**config.mk**
```make
export PLATFORM = sky130hd
export DESIGN_NAME = bcd_countdown_timer_flat
export DESIGN_NICKNAME = d
export VERILOG_FILES = /design/src/rtl/bcd_countdown_timer_if.sv /design/src/rtl/bcd_countdown_timer.sv /design/src/flat_wrapper.sv
export SDC_FILE = /design/constraint.sdc
export NUM_CORES = 1
export LEC_CHECK = 0
export ABC_AREA = 1
export BUFFER_PORTS_ARGS = -buffer_cell sky130_fd_sc_hd__buf_2
export CAP_MARGIN = 15
export CORE_AREA = 2 2 45 47
export DETAILED_ROUTE_END_ITERATION = 10
export DIE_AREA = 0 0 47 49
export PLACE_DENSITY = 0.73
export SYNTH_ARGS = -nofsm -noshare
export SYNTH_HDL_FRONTEND = slang
export SYNTH_SLANG_ARGS = --single-unit
```
**constraint.sdc**
```tcl
create_clock -name clock -period 1.65 [get_ports clock]
set_input_delay 0.33 -clock clock [delete_from_list [all_inputs] [get_ports clock]]
set_output_delay 0.33 -clock clock [all_outputs]
set_load 0.02 [all_outputs]
```
**src/rtl/bcd_countdown_timer_if.sv**
```systemverilog
// Control/status bundle for the BCD countdown timer: load/start/pause/tick in,
// BCD count and status flags out.
interface bcd_countdown_timer_if #(
  parameter int DIGITS = 2
);
  logic                  load;
  logic [4*DIGITS-1:0]   load_value;
  logic                  start;
  logic                  pause;
  logic                  tick;
  logic [4*DIGITS-1:0]   count;
  logic                  running;
  logic                  expired;
  logic                  done;

  modport master (
    output load, load_value, start, pause, tick,
    input  count, running, expired, done
  );

  modport slave (
    input  load, load_value, start, pause, tick,
    output count, running, expired, done
  );
endinterface

```
**src/rtl/bcd_countdown_timer.sv**
```systemverilog
// Loadable multi-digit BCD down-counter with start/pause/resume, tick-gated
// decrement, one-cycle done pulse on expiry and optional auto-reload.
module bcd_countdown_timer #(
  parameter int DIGITS      = 2,
  parameter bit AUTO_RELOAD = 1'b0
) (
  input  logic                   clock,
  input  logic                   clear_n,
  bcd_countdown_timer_if.slave   bus
);
  localparam int W = 4 * DIGITS;

  typedef enum logic [1:0] {
    S_IDLE    = 2'd0,
    S_RUN     = 2'd1,
    S_HOLD    = 2'd2,
    S_EXPIRED = 2'd3
  } state_t;

  state_t         r_state;
  state_t         w_state_next;
  logic [W-1:0]   r_count;
  logic [W-1:0]   w_count_next;
  logic [W-1:0]   r_reload;
  logic [W-1:0]   w_reload_next;
  logic           r_done;
  logic           w_done_next;
  logic [W-1:0]   w_clamped;
  logic [W-1:0]   w_decrement;
  logic [DIGITS-1:0] w_borrow;
  logic           w_is_zero;
  logic           w_is_one;

  // Borrow ripples upward through every digit that currently reads 0.
  assign w_borrow[0] = 1'b1;

  generate
    for (genvar gi = 0; gi < DIGITS; gi++) begin : g_digit
      logic [3:0] w_in_digit;
      logic [3:0] w_cur_digit;

      assign w_in_digit  = bus.load_value[4*gi +: 4];
      assign w_cur_digit = r_count[4*gi +: 4];

      assign w_clamped[4*gi +: 4] = (w_in_digit > 4'd9) ? 4'd9 : w_in_digit;

      assign w_decrement[4*gi +: 4] =
        !w_borrow[gi]          ? w_cur_digit :
        (w_cur_digit == 4'd0)  ? 4'd9        :
                                 w_cur_digit - 4'd1;

      if (gi < DIGITS - 1) begin : g_chain
        assign w_borrow[gi+1] = w_borrow[gi] && (w_cur_digit == 4'd0);
      end
    end
  endgenerate

  assign w_is_zero = (r_count == '0);
  assign w_is_one  = (r_count == W'(1));

  always_ff @(posedge clock or negedge clear_n) begin
    if (!clear_n) begin
      r_state  <= S_IDLE;
      r_count  <= '0;
      r_reload <= '0;
      r_done   <= 1'b0;
    end else begin
      r_state  <= w_state_next;
      r_count  <= w_count_next;
      r_reload <= w_reload_next;
      r_done   <= w_done_next;
    end
  end

  // Priority: load > pause > start > tick.
  always_comb begin
    w_state_next  = r_state;
    w_count_next  = r_count;
    w_reload_next = r_reload;
    w_done_next   = 1'b0;

    if (bus.load) begin
      w_count_next  = w_clamped;
      w_reload_next = w_clamped;
      w_state_next  = S_IDLE;
    end else if (bus.pause) begin
      if (r_state == S_RUN) begin
        w_state_next = S_HOLD;
      end
    end else if (bus.start && (r_state == S_IDLE || r_state == S_HOLD)) begin
      if (!w_is_zero) begin
        w_state_next = S_RUN;
      end
    end else if (bus.tick && (r_state == S_RUN)) begin
      if (w_is_one) begin
        w_done_next = 1'b1;
        // A zero reload value would restart an already-expired count.
        if (AUTO_RELOAD && (r_reload != '0)) begin
          w_count_next = r_reload;
        end else begin
          w_count_next = '0;
          w_state_next = S_EXPIRED;
        end
      end else begin
        w_count_next = w_decrement;
      end
    end
  end

  assign bus.count   = r_count;
  assign bus.running = (r_state == S_RUN);
  assign bus.expired = (r_state == S_EXPIRED);
  assign bus.done    = r_done;
endmodule
```
**src/flat_wrapper.sv**
```systemverilog
// flat-port wrapper written by rule: the top's interface ports become plain ports
module bcd_countdown_timer_flat 
#(
  parameter int DIGITS      = 2,
  parameter bit AUTO_RELOAD = 1'b0
)
  (clock, clear_n, bus_load, bus_load_value, bus_start, bus_pause, bus_tick, bus_count, bus_running, bus_expired, bus_done);
  bcd_countdown_timer_if #(.DIGITS(DIGITS)) bus_i ();
  input  logic clock;
  input  logic clear_n;
  input wire logic [$bits(bus_i.load)-1:0] bus_load;
  input wire logic [$bits(bus_i.load_value)-1:0] bus_load_value;
  input wire logic [$bits(bus_i.start)-1:0] bus_start;
  input wire logic [$bits(bus_i.pause)-1:0] bus_pause;
  input wire logic [$bits(bus_i.tick)-1:0] bus_tick;
  output wire logic [$bits(bus_i.count)-1:0] bus_count;
  output wire logic [$bits(bus_i.running)-1:0] bus_running;
  output wire logic [$bits(bus_i.expired)-1:0] bus_expired;
  output wire logic [$bits(bus_i.done)-1:0] bus_done;
  assign bus_i.load = bus_load;
  assign bus_i.load_value = bus_load_value;
  assign bus_i.start = bus_start;
  assign bus_i.pause = bus_pause;
  assign bus_i.tick = bus_tick;
  assign bus_count = bus_i.count;
  assign bus_running = bus_i.running;
  assign bus_expired = bus_i.expired;
  assign bus_done = bus_i.done;
  bcd_countdown_timer #(.DIGITS(DIGITS), .AUTO_RELOAD(AUTO_RELOAD)) u_core (.clock(clock), .clear_n(clear_n), .bus(bus_i));
endmodule
```
==> Word-level counts from Yosys, hierarchy flattened <==
Index checks and enable logic that the tools add are counted.
{ "word_totals": {"wordCells": 52, "register_bits": 11, "output_inout_bits": 11, "input_bits": 14} }
{ "op_classes": {"reduce_logical": 14, "n_eq_ne": 8, "magnitude_cmp": 2, "add_sub_neg": 2, "n_mux": 22} }
{ "ops": {"columns": ["cell", "n"], "rows": [
  ["$mux 8", 5],
  ["$mux 4", 5],
  ["$mux 2", 7],
  ["$eq 8x1->1 const B", 1],
  ["$gt 4x4->1 const B", 2],
  ["$logic_not 4->1", 2],
  ["$logic_not 8->1", 1],
  ["$reduce_and 4->1", 2],
  ["$reduce_bool 4->1", 2],
  ["$sub 4x1->4 const B", 2],
  ["$mux 1", 5],
  ["$eq 2x2->1 const B", 2],
  ["$ne 2x2->1 const B", 2],
  ["$ne 4x4->1 const B", 1],
  ["$ne 3x2->1 const B", 1],
  ["$reduce_and 3->1", 1],
  ["$reduce_bool 3->1", 1],
  ["$eq 2x1->1 const B", 1],
  ["$logic_and 1x1->1", 2],
  ["$logic_not 2->1", 1],
  ["$reduce_bool 2->1", 1],
  ["$logic_or 1x1->1", 1]
]} }

==> Logic depth before layout (Yosys ltp) <==
{ "depth": {"word_depth": 8, "depth_mapped": 10, "ltp_nobuf": 10} }

==> Worst setup path after synthesis <==
Ideal clock, no wire load.
{ "synth_timing": {"path_type": "register -> register", "from": "register u_core.r_count[4], in the netlist u_core.bus.count[4]", "to": "register u_core.r_state[0]", "n_path_buf": 0, "slack_ns": 0.194, "path_stages_with_launch": 10, "t_arrival_ns": 1.339, "required_time_ns": 1.533, "path_cell_list": "dfrtp_1 -> inv_1 -> ha_1 -> nand2_1 -> nor2_2 -> nand3_1 -> nand2_1 -> nand2_1 -> nand2_1 -> nand2_1"} }
{ "synth_via": {"elab_chain_cells": 3, "elab_cells_between_ends": 5} }
{ "synth_lines": {"columns": ["item", "line_no", "text"], "rows": [
  ["start, declared", "bcd_countdown_timer.sv:22", "logic [W-1:0] r_count;"],
  ["start signal, assigned", "bcd_countdown_timer.sv:69", "r_count <= w_count_next;"],
  ["$logic_not 8->1 or $eq 8x1->1 (tied branches)", "bcd_countdown_timer.sv:58, bcd_countdown_timer.sv:59", null],
  ["$ne 4x4->1 (no source line) or $reduce_bool 4->1 (tied branches)", null, null],
  ["$reduce_and 4->1 (no source line) (*)", null, null],
  ["end signal, assigned", "bcd_countdown_timer.sv:68", "r_state <= w_state_next;"],
  ["end, declared", "bcd_countdown_timer.sv:20", "state_t r_state;"]
]} }
Every way passes the cells marked *; elsewhere a longest branch is shown, timed or not.
A chain may end at the register's enable or synchronous reset.

==> Final worst setup path <==
{ "layout_timing": {"from": "register u_core.r_count[4], in the netlist u_core.bus.count[4]", "to": "register u_core.r_state[1]"} }
Same word-level chain as after synthesis.

==> out/metrics.json <==
{
  "cts_root_buffer": {"value": "sky130_fd_sc_hd__clkbuf_4"},
  "period_share": {"value": 0.901},
  "syn-instance-count": {"value": 133},
  "cts_tree": {"value": "built"},
  "wire_length_of_the_first_global_routing_pass": {"value": 3170, "unit": "µm"},
  "global_route.usage.total": {"value": 0.192},
  "max_cap_violations": {"value": 0},
  "wirelength": {"value": 1910, "unit": "µm"},
  "cp_num_buf_inv": {"value": 1},
  "number_of_synthesized_register_bits": {"value": 11},
  "viasPerCell": {"value": 4.76},
  "hold_fails_final_rpt": {"value": 0},
  "top_layer_used": {"value": "met4"},
  "placement_rows": {"value": 16},
  "place_congestion": {"value": 0.917},
  "worst_setup_path_end_kind": {"value": "flip-flop"},
  "area_growth": {"value": 21.2, "unit": "%"},
  "grt_overflow_total": {"value": 0},
  "cp_slowest_stage_delay": {"value": 400, "unit": "ps"},
  "dominant_cell_type_by_count_on_the_critical_path": {"value": "sky130_fd_sc_hd__nand2_1"},
  "port_buffers": {"value": 24},
  "largest_net_degree_at_the_start_of_global_routing": {"value": 12},
  "final_core_util": {"value": 0.555},
  "cts_htree_levels": {"value": 1},
  "leakage": {"value": 0.596, "unit": "nW"},
  "crit_path_start_kind": {"value": "flip-flop"},
  "fp.dieH": {"value": 49, "unit": "µm"},
  "syn_nets": {"value": 148},
  "post-route-worst-setup-slack": {"value": 163, "unit": "ps"},
  "tns": {"value": 0, "unit": "ps"},
  "floorplan.core_area": {"value": 1840, "unit": "µm²"},
  "min_path_type": {"value": "in2reg"},
  "path_clk_slew": {"value": 70, "unit": "ps"},
  "finalWorstPathRequiredPeriod": {"value": 1490, "unit": "ps"},
  "route.detailed.wl_per_inst": {"value": 10.1, "unit": "µm"},
  "multiplexer_area_fraction_after_synthesis": {"value": 0},
  "power.share.switching": {"value": 0.443},
  "preCtsSetupSlack": {"value": 152, "unit": "ps"},
  "clock_power_share": {"value": 0.173},
  "drive_gt1_frac": {"value": 0.261},
  "synth.yosys.seq_area_share": {"value": 0.326},
  "cts.repair_timing.setup_buffer_count": {"value": 0},
  "clock_sinks": {"value": 11},
  "synth-simple-area-share": {"value": 0.415},
  "cp_slowest_cell": {"value": "sky130_fd_sc_hd__dfrtp_1"},
  "final-max-slew-violation-count": {"value": 0},
  "synth_area_leaders": {"value": "sky130_fd_sc_hd__dfrtp_1 (33%), sky130_fd_sc_hd__nand2_1 (20%), sky130_fd_sc_hd__inv_1 (8.0%), sky130_fd_sc_hd__nor2_1 (6.7%), sky130_fd_sc_hd__nand3_1 (4.7%)"},
  "synth-adder-area-share": {"value": 0.0148},
  "unrepaired_setup_endpoints_after_global_routing": {"value": "no"},
  "compound_cell_area_share_of_the_yosys_netlist": {"value": 0.107},
  "post_synth_xor_area_fraction": {"value": 0.0104},
  "first_global_vias": {"value": 797},
  "cp_cell_sequence": {"value": "inv_1, ha_2, nand2_1, nor2_2, nand3_1, nand2_1, nand2_1, nand2_1, nand2_1"},
  "timing_worst_slew_pin_value": {"value": 265, "unit": "ps"},
  "syn-mean-instance-area": {"value": 6.34, "unit": "µm²"},
  "dr.first_iter.drc_count": {"value": 20},
  "critical_path.max_fanout": {"value": 4},
  "mapped_cell_area": {"value": 843, "unit": "µm²"},
  "die_width": {"value": 47, "unit": "µm"},
  "dieArea": {"value": 2300, "unit": "µm²"},
  "synth_cell_types": {"value": 24},
  "place.detailed.hpwl": {"value": 1500, "unit": "µm"},
  "worstSkewPairLatency": {"value": 270, "unit": "ps"},
  "run_status": {"value": "completed"},
  "io_pins": {"value": 25},
  "power_frac_comb": {"value": 0.465},
  "vias": {"value": 895},
  "whs": {"value": 339, "unit": "ps"},
  "clock.fmax": {"value": 672, "unit": "MHz"},
  "drtAntennaViolNets": {"value": 0},
  "layout.nets": {"value": 177},
  "synth_top_cell_area_share": {"value": 0.326},
  "power.switching": {"value": 0.000485, "unit": "W"},
  "worst_path_dominant_cell_family": {"value": "simple AND/OR/NAND/NOR gates"},
  "drc_errors": {"value": 0},
  "met2_wirelength": {"value": 905, "unit": "µm"},
  "floorplan.initialDensity": {"value": 0.458},
  "synth_top_family_by_area": {"value": "simple AND/OR/NAND/NOR gates"},
  "wire_length_on_met3": {"value": 68, "unit": "µm"},
  "sequentialPowerShare": {"value": 0.362},
  "report.final.setup_viol": {"value": 0},
  "drt_pass1_iterations": {"value": 4},
  "relSlewSlack": {"value": 0.823},
  "yosys_warnings": {"value": 0},
  "pwr_density_cell": {"value": 1070, "unit": "nW/µm²"},
  "intPower": {"value": 0.000609, "unit": "W"},
  "cts-root-to-sink-buffers": {"value": 2},
  "diodes": {"value": 0},
  "max-vdd-ir-drop": {"value": 0.000392, "unit": "V"},
  "cts_inserted_buffers": {"value": 3},
  "wl_met1": {"value": 868, "unit": "µm"},
  "criticalPathCategory": {"value": "reg2reg"},
  "antenna_violations_before_repair": {"value": 0},
  "clock_skew": {"value": 2.04, "unit": "ps"},
  "post-synth-top-area-cell": {"value": "sky130_fd_sc_hd__dfrtp_1"},
  "worst_ep_required_time": {"value": 1820, "unit": "ps"},
  "worst_ep_arrival_time": {"value": 1660, "unit": "ps"}
}
-- per-stage QoR --
step	instances	total power, W	area [µm²]
6_report	188	0.00109	1020
2_1_floorplan	133	0.000759	843
4_1_cts	188	0.00110	1020
3_3_place_gp	183	0.000886	983
3_5_place_dp	183	0.000901	983
5_1_grt	188	0.00119	1020
-- repair_timing --
action / in CTS / in global routing
endpoints found under the setup margin: 0 / 3
hold buffers: 1 / 0
gates resized for setup: 0 / 1
endpoints found under the hold margin: 11 / 0
-- layer usage --
layer	GRT usage	vias to the layer above
met2	0.290	27
met3	0.0222	6
met1	0.244	394
met4	0.134	0
met5	0	-
li1	-	468
-- power by group through the flow --
stage                     registers (W)  logic (W)  clock network (W)
after floorplan                0.000448   0.000311                  0
after global placement         0.000396   0.000490                  0
after detailed placement       0.000399   0.000502                  0
after CTS                      0.000394   0.000506           0.000197
after global routing           0.000405   0.000582           0.000205
final                          0.000395   0.000509           0.000189
-- cell usage after synthesis --
cell type and count:
sky130_fd_sc_hd__a21oi_1 3, sky130_fd_sc_hd__ha_1 1, sky130_fd_sc_hd__o21ai_1 2, sky130_fd_sc_hd__nand3_1 8, sky130_fd_sc_hd__dfrtp_1 11, sky130_fd_sc_hd__nand2_1 46, sky130_fd_sc_hd__nand3b_1 1, sky130_fd_sc_hd__nand2_2 1
sky130_fd_sc_hd__nand3_2 1, sky130_fd_sc_hd__nor2_1 15, sky130_fd_sc_hd__o21ai_0 5, sky130_fd_sc_hd__o22ai_1 2, sky130_fd_sc_hd__nor2_4 1, sky130_fd_sc_hd__nor3_1 1, sky130_fd_sc_hd__nor2_2 3, sky130_fd_sc_hd__a31oi_1 2
sky130_fd_sc_hd__clkbuf_8 1, sky130_fd_sc_hd__inv_1 18, sky130_fd_sc_hd__inv_4 1, sky130_fd_sc_hd__inv_2 5, sky130_fd_sc_hd__a21boi_1 1, sky130_fd_sc_hd__nand2_4 2, sky130_fd_sc_hd__xnor2_1 1, sky130_fd_sc_hd__o21a_1 1
-- worst register-to-register path, cell delays in order (launching register included) --
cell and delay, ps:
sky130_fd_sc_hd__dfrtp_1 400, sky130_fd_sc_hd__inv_1 110, sky130_fd_sc_hd__ha_2 220, sky130_fd_sc_hd__nand2_1 70, sky130_fd_sc_hd__nor2_2 150, sky130_fd_sc_hd__nand3_1 120, sky130_fd_sc_hd__nand2_1 120, sky130_fd_sc_hd__nand2_1 80
sky130_fd_sc_hd__nand2_1 70, sky130_fd_sc_hd__nand2_1 40
-- layout make-up --
class,count,area [µm²]
Sequential cell,11,275
Multi-Input combinational cell,97,464
Timing Repair Buffer,25,130
Fill cell,212,820
Inverter,24,92.6
Tap cell,27,33.8
Clock buffer,4,26.3
-- final timing paths --
| path | startpoint | endpoint | slack [ps] | cells after the start |
|---|---|---|---|---|
| worst max-delay path | u_core.bus.count[4] | u_core.r_state[1] | 160 | 9 |
| worst min-delay path | bus_load_value[1] | u_core.bus.count[1] | 340 | 3 |
| worst max register to register | u_core.bus.count[4] | u_core.r_state[1] | 160 | 9 |
| worst min register to register | u_core.bus.count[5] | u_core.bus.count[5] | 510 | 2 |
| max in group asynchronous | clear_n | u_core.bus.count[5] | 990 | 2 |
| min in group asynchronous | clear_n | u_core.bus.count[0] | 450 | 2 |
-- state kept, by name (all words and copies together) (netlist names) --
register          flops
u_core.r_state        2
u_core.bus.count      8
u_core.bus.done       1
-- layout by cell type, fill, tap and decap left out, drive strengths merged --
master        n
o21a          1
a21oi         3
a31oi         2
xnor2         1
nand3         9
a21boi        1
buf          24
o22ai         2
inv          24
dfrtp        11
o21ai         7
clkbuf        4
dlygate4sd3   1
nor2         19
nand2        49
nor3          1
nand3b        1
ha            1
-- logic make-up after synthesis --
group,count (synthesis)
and+or+nand+nor,79
xor gates and xnor gates,1
AOI/OAI and AO/OA,16
buffers and inverters,25
adders and majority gates,1
DFF,11
No activity file was read; power rests on OpenSTA's default activity.
